[config.mk]
export PLATFORM = sky130hd
export DESIGN_NAME = bit_serializer
export DESIGN_NICKNAME = d
export VERILOG_FILES = /design/src/rtl/bit_serializer.sv
export SDC_FILE = /design/constraint.sdc
export NUM_CORES = 1
export LEC_CHECK = 0
export BUFFER_PORTS_ARGS = -buffer_cell sky130_fd_sc_hd__buf_2
export CORE_UTILIZATION = 50
export DETAILED_ROUTE_END_ITERATION = 8
export PLACE_DENSITY = 0.75
export SKIP_CTS_REPAIR_TIMING = 1
export SYNTH_ARGS = -nofsm -noshare
export SYNTH_HDL_FRONTEND = slang
export SYNTH_SLANG_ARGS = --single-unit
[constraint.sdc]
create_clock -name clk -period 4.7 [get_ports clk]
set_input_delay 0.235 -clock clk [delete_from_list [all_inputs] [get_ports clk]]
set_output_delay 0.235 -clock clk [all_outputs]
set_load 0.02 [all_outputs]
[src/rtl/bit_serializer.sv]
// Parallel-to-serial converter with a one-word pending slot so consecutive words stream
// back-to-back; each word carries its own bit length (0 or >WIDTH means WIDTH).
module bit_serializer #(
   parameter int WIDTH     = 8,
   parameter bit LSB_FIRST = 1'b0,
   parameter bit IDLE_BIT  = 1'b0,
   localparam int LW       = $clog2(WIDTH + 1)
) (
   input  logic             clk,
   input  logic             rst,
   input  logic             In_Valid,
   output logic             In_Ready,
   input  logic [WIDTH-1:0] In_Word,
   input  logic [LW-1:0]    In_Len,
   output logic             Out_Data,
   output logic             Out_Valid,
   output logic             Word_Done,
   output logic             Busy
);

   localparam logic [LW-1:0] FULL_LEN = LW'(WIDTH);

   logic [WIDTH-1:0] r_sh, w_sh_d;
   logic [LW-1:0]    r_cnt, w_cnt_d;
   logic             r_act, w_act_d;
   logic [WIDTH-1:0] r_pend_word, w_pend_word_d;
   logic [LW-1:0]    r_pend_len, w_pend_len_d;
   logic             r_pend_v, w_pend_v_d;

   logic             w_xfer;
   logic [LW-1:0]    w_in_len;
   logic             w_cur;

   // Current bit always sits at a fixed end of the shifter; MSB-first words are left-justified.
   function automatic logic [WIDTH-1:0] f_align(input logic [WIDTH-1:0] word,
                                                input logic [LW-1:0]    len);
      if (LSB_FIRST) return word;
      else return word << (FULL_LEN - len);
   endfunction

   always_comb begin
      w_xfer   = In_Valid && !r_pend_v;
      w_in_len = ((In_Len == '0) || (In_Len > FULL_LEN)) ? FULL_LEN : In_Len;
      w_cur    = LSB_FIRST ? r_sh[0] : r_sh[WIDTH-1];
   end

   always_comb begin
      w_sh_d        = r_sh;
      w_cnt_d       = r_cnt;
      w_act_d       = r_act;
      w_pend_word_d = r_pend_word;
      w_pend_len_d  = r_pend_len;
      w_pend_v_d    = r_pend_v;

      if (r_act && (r_cnt > LW'(1))) begin
         w_sh_d  = LSB_FIRST ? (r_sh >> 1) : (r_sh << 1);
         w_cnt_d = r_cnt - LW'(1);
         if (w_xfer) begin
            w_pend_word_d = In_Word;
            w_pend_len_d  = w_in_len;
            w_pend_v_d    = 1'b1;
         end
      end else if (r_pend_v) begin
         w_sh_d     = f_align(r_pend_word, r_pend_len);
         w_cnt_d    = r_pend_len;
         w_act_d    = 1'b1;
         w_pend_v_d = 1'b0;
      end else if (w_xfer) begin
         w_sh_d  = f_align(In_Word, w_in_len);
         w_cnt_d = w_in_len;
         w_act_d = 1'b1;
      end else begin
         w_act_d = 1'b0;
         w_cnt_d = '0;
      end
   end

   always_ff @(posedge clk or negedge rst) begin
      if (!rst) begin
         r_sh        <= '0;
         r_cnt       <= '0;
         r_act       <= 1'b0;
         r_pend_word <= '0;
         r_pend_len  <= '0;
         r_pend_v    <= 1'b0;
      end else begin
         r_sh        <= w_sh_d;
         r_cnt       <= w_cnt_d;
         r_act       <= w_act_d;
         r_pend_word <= w_pend_word_d;
         r_pend_len  <= w_pend_len_d;
         r_pend_v    <= w_pend_v_d;
      end
   end

   always_comb begin
      In_Ready  = !r_pend_v;
      Out_Data  = r_act ? w_cur : IDLE_BIT;
      Out_Valid = r_act;
      Word_Done = r_act && (r_cnt == LW'(1));
      Busy      = r_act || r_pend_v;
   end

endmodule

==> impl_metrics.yaml, run 1 <==
setup_path:
  startpoint_type: "flip-flop"
  critPathSlowestCell: "dfrtp_1"
  path_max_fanout: 13
  cp.buffers_inverters: 1
  worstSetupStartpoint: "r_pend_len[0]"
  cp.depth: 6
  cp_data_arrival_time_ns: 2.83
  crit_family: "multiplexers"
  critPathKind: "flip-flop to flip-flop"
  reg2reg_from: "r_pend_len[0]"
  worst_ep_required_time_ns: 4.92
  cp_cell_sequence: "inv_1 -> ha_1 -> mux2i_1 -> mux4_2 -> o22ai_1 -> a211o_1"
  r2r_cells: 6
  max_stage_delay_ns: 0.66
  end_kind: "flip-flop"
synthesis:
  synth.avg_cell_area_um2: 9.70
  ys_ff_latch: 26
  syn-cell-area_um2: 1790
  ys_async_sr_fraction_pct: 100
  yosys.area_share.simple_pct: 15.8
  synth_largest_area_cell: "dfrtp_1"
  yosysTopAreaCellShare_pct: 36.3
  synth_top_family_by_area: "multiplexers"
  ys_seq_area_share_pct: 36.3
  syn_nets: 204
  synth_compound_area_share_pct: 17.9
  synthXorXnorAreaFrac_pct: 3.35
  post_synth_mux_area_share_pct: 19.2
  yosys.area_share.adder_pct: 2.79
  synthCells: 185
  ys_types: 52
  synth_edf_count: 0
  synth_flop_cell: "dfrtp_1"
  synth.area.top_cells: "dfrtp_1 36%, mux2i_1 12%, mux2_2 5.0%"
  ys_warn_count: 0
final_layout:
  final_cell_mix: "26 x dfrtp_1, 21 x mux2i_1, 19 x buf_2"
  final_util_pct: 57.0
  n_antenna_cell: 0
  area_growth_pct: 7.60
  final_common_cell: "dfrtp_1"
  fin_nets: 220
  drive_gt1_share_pct: 19.6
  fin_cells: 245
timing:
  drv_slew: 0
  tightest_slew_ns: 0.700
  fin_skew_ns: 0.000997
  layout_min_cycle_time_ns: 2.61
  setup-tns-final_ns: 0
  period_share_pct: 55.5
  slew_headroom_pct: 53.3
  setup_viol: 0
  finalHoldViolCount: 0
  rsz0062_at_grt: "no"
  fmax_mhz: 383
pwr:
  p_per_area_nw_per_um2: 617
  ir_drop_uv: 422
  p_leak_nw: 0.845
detailed_routing:
  vias: 1527
  initialDrtViolationCount: 107
  drtPass1Iterations: 4
  drc: 0
  drtAntennaViolNets: 0
  post_drt_wl_per_cell_um: 17.4
  routed_wl_mm: 4.27
  viasPerCell: 6.23
clock_tree:
  h-tree-depth: 1
  clockRootBuffer: "clkbuf_4"
  path_clk_slew_ns: 0.14
  clkLatencyLatePin_ns: 0.32
  cts_tree: "yes"
  cts_buffer_depth: 2
  cts.sinks: 26
  cts_buffers: 3
floorplanning:
  core_um2: 3390
  start_util_pct: 52.9
  fp.dieArea_um2: 3830
  io_pins: 20
  fp-row-count: 21
  die_x_um: 61.9
  die_h_um: 61.9
placement:
  portBuffers: 19
  gp_congestion: 0.907
  dp.cells: 241
  hpwl_mm: 3.25
hold_path:
  hold_class: "input pin to flip-flop"
  min_from: "In_Word[6]"
  worstHoldPathCells: 2
job:
  cap_violations: 0
grt:
  gr-total-overflow: 0
  grt_max_degree: 27
  grt_pass1_vias: 1436
  track_usage_pct: 25.3
  grt_pass1_wl_mm: 6.87
  grt_antenna_before_repair: 0
run_status:
  status: "complete, no violations"
through the flow:
step / area (µm²) / power, mW / hold slack (ns) / worst slack, ns
floorplan: 1790 / 0.931 / -0.0606 / 2.68
global placement: 1900 / 1.06 / 0.260 / 2.21
detailed placement: 1900 / 1.09 / 0.267 / 2.05
CTS: 1920 / 1.18 / -0.0927 / 2.16
global route: 1930 / 1.29 / 0.142 / 1.95
finish: 1930 / 1.19 / 0.155 / 2.09
path summary, 6_finish.rpt:
path                                   to  slack [ns]
max                               r_sh[7]        2.09
min in group asynchronous        r_cnt[1]        0.41
max reg2reg                       r_sh[7]        2.09
min                        r_pend_word[6]        0.15
min reg2reg                      r_cnt[0]        0.52
max in group asynchronous  r_pend_word[5]        3.91
worst reg2reg max path, delay by kind of cell, from the launching register on:
kind                       cells  cell delay (ns)
buffers and inverters          1             0.23
adders and majority gates      1             0.60
muxes                          2             0.69
DFF                            1             0.66
AOI/OAI and AO/OA              2             0.34
cell usage after synthesis, types with 2 or more instances:
library cell   n
a211o_1        2
a211oi_1       2
a21oi_1        5
a221o_1        2
a221oi_1       2
a31oi_1        4
a32oi_1        2
and3_1         2
buf_2          5
dfrtp_1       26
ha_1           4
inv_1          7
mux2_2         8
mux2i_1       21
mux4_2         2
nand2_1       18
nand2b_1       2
nor2_1        14
nor2b_1        2
nor2b_2        2
nor3_1         8
o21ai_0        9
o22ai_1        3
o2bb2ai_1      2
xnor2_1        4
report_power, final:
group	internal, mW	switching (mW)	leakage, nW
Clock	0.0301	0.0666	0.0138
Combinational	0.301	0.362	0.513
Sequential	0.323	0.109	0.318
state kept, by name, indices dropped and copies added (netlist names):
signal	flops
r_sh	8
r_pend_word	8
r_cnt	4
Out_Valid	1
r_pend_len	4
r_pend_v	1
logic make-up after synthesis:
kind of cell               count (synthesis)
and+or+nand+nor                           57
AOI/OAI and AO/OA                         44
muxes                                     31
DFF                                       26
buffers and inverters                     17
xor gates and xnor gates                   6
adders and majority gates                  4
layout make-up:
cell class	instances	area (µm²)
inverters	8	35.0
clock buffers	3	22.5
fillers	314	1460
well taps	46	57.6
multi-input cells	142	1060
flip-flops and latches	26	651
repair buffers	20	105
layer usage:
layer,vias up,track usage [%],wire length [µm]
met1,723,31.8,1820
met5,-,0,0
met3,14,3.11,233
li1,718,-,-
met4,0,9.21,111
met2,72,44.7,2110
Power figures use the tool's default switching activity.
==> run 2, diff against run 1 <==
--- a/config.mk
+++ b/config.mk
@@ -8,7 +8,7 @@
 export BUFFER_PORTS_ARGS = -buffer_cell sky130_fd_sc_hd__buf_2
 export CORE_UTILIZATION = 50
 export DETAILED_ROUTE_END_ITERATION = 8
-export PLACE_DENSITY = 0.75
+export PLACE_DENSITY = 0.77
 export SKIP_CTS_REPAIR_TIMING = 1
 export SYNTH_ARGS = -nofsm -noshare
 export SYNTH_HDL_FRONTEND = slang
==> constraint.sdc (replaced) <==
create_clock -name clk -period 2.16 [get_ports clk]
set_input_delay 0.108 -clock clk [delete_from_list [all_inputs] [get_ports clk]]
set_output_delay 0.108 -clock clk [all_outputs]
set_load 0.02 [all_outputs]
==> impl_metrics.yaml, run 2 (synthesized netlist as in run 1, its figures left out) <==
final_layout:
  fin_nets: 234
  largestRegisters: "r_pend_word (8), r_sh (8)"
  n_antenna_cell: 0
  final_cell_mix: "26 x dfrtp_1, 20 x mux2i_1, 19 x buf_2"
  fin_cells: 260
  final_common_cell: "dfrtp_1"
  final_cell_area_um2: 2070
  area_growth_pct: 15.5
  drive_gt1_share_pct: 25.2
detailed_routing:
  post_drt_wl_per_cell_um: 16.2
  vias: 1530
  viasPerCell: 5.88
  drtPass1Iterations: 4
  initialDrtViolationCount: 78
  drtAntennaViolNets: 0
  routed_wl_mm: 4.22
  drc: 0
setup_path:
  r2r_cells: 7
  ff2ff_setup_slack_ns: 0.14
  cp_data_arrival_time_ns: 2.26
  critPathKind: "flip-flop to flip-flop"
  path_max_fanout: 6
  end_kind: "flip-flop"
  reg2reg_from: "r_pend_len[1]"
  worst_ep_required_time_ns: 2.39
  r2r-end: "r_sh[6]"
  startpoint_type: "flip-flop"
floorplanning:
  die_h_um: 61.9
  io_pins: 20
  fp-row-count: 21
  fp.dieArea_um2: 3830
  start_util_pct: 52.9
  die_x_um: 61.9
  core_um2: 3390
grt:
  grt_pass1_wl_mm: 6.85
  grt_max_degree: 27
  gr-total-overflow: 0
  grt_pass1_vias: 1438
  track_usage_pct: 24.8
  grt_antenna_before_repair: 0
pwr:
  ir_drop_uv: 812
  p_leak_nw: 0.927
  p_per_area_nw_per_um2: 1380
  power.total_mw: 2.86
timing:
  finalHoldViolCount: 0
  period_share_pct: 93.6
  layout_min_cycle_time_ns: 2.02
  tightest_slew_ns: 0.590
  setup-tns-final_ns: 0
  setup_viol: 0
  rsz0062_at_grt: "no"
  setup_slack_ns: 0.137
  slew_headroom_pct: 60.6
  fmax_mhz: 494
  fin_skew_ns: 0.00974
  drv_slew: 0
placement:
  dp.cells: 254
  hpwl_mm: 3.22
  place_area_um2: 2000
  dp_slack_ns: 0.0843
  gp_congestion: 0.875
  portBuffers: 19
job:
  cap_violations: 0
hold_path:
  min_from: "In_Word[7]"
  hold_end: "r_pend_word[7]"
  worstHoldPathCells: 2
  hold_class: "input pin to flip-flop"
clock_tree:
  cts_buffers: 3
  cts_tree: "yes"
  clkLatencyLatePin_ns: 0.33
  h-tree-depth: 1
  path_clk_slew_ns: 0.14
  cts_buffer_depth: 2
  clockRootBuffer: "clkbuf_4"
  cts.sinks: 26
run_status:
  status: "complete, no violations"
run 2: report_power, final:
part | internal [mW] | switching [mW] | total [mW]
logic | 0.781 | 0.846 | 1.63
clock network | 0.188 | 0.146 | 0.334
registers | 0.702 | 0.199 | 0.901
run 2: worst max path at each step:
| stage | start | end | cells past startpoint |
|---|---|---|---|
| 2_1_floorplan | In_Len[0] | r_sh[2] | 10 |
| 3_3_place_gp | In_Len[0] | r_sh[7] | 9 |
| 3_5_place_dp | In_Len[0] | r_sh[7] | 9 |
| 4_1_cts | r_pend_len[1] | r_sh[6] | 7 |
| 5_1_grt | r_pend_len[1] | r_sh[6] | 7 |
| 6_report | r_pend_len[1] | r_sh[6] | 7 |
run 2: metal layers:
metal  global-route usage (%)  vias up  routed length (µm)
met4                     4.76        0                  25
met5                        0        -                   0
met3                     2.48        3                 177
met1                     33.5      742                1920
li1                         -      743                   -
met2                     43.5       42                2100
run 2: critical path, cell delays in order, from the launching register on:
cell and delay (ns):
dfrtp_1 0.38, inv_1 0.08, ha_1 0.47, mux2i_2 0.31, o21ai_0 0.16, mux2i_1 0.19, o22ai_1 0.11, a211o_1 0.24
run 2: metrics by stage:
step / utilization (%) / hold slack, ns
after floorplan: - / -0.188
after global placement: 58.9 / 0.144
after detailed placement: 58.9 / 0.144
after CTS: 60.4 / -0.228
after global routing: 61.1 / 0.0217
final: 61.1 / 0.0265
run 2: final cells by class:
class	count	area, µm²
clock buffers	3	22.5
flip-flops and latches	26	651
fillers	306	1320
well taps	46	57.6
multi-input cells	142	1060
repair buffers	34	213
clock inverters	1	30.0
inverters	8	35.0
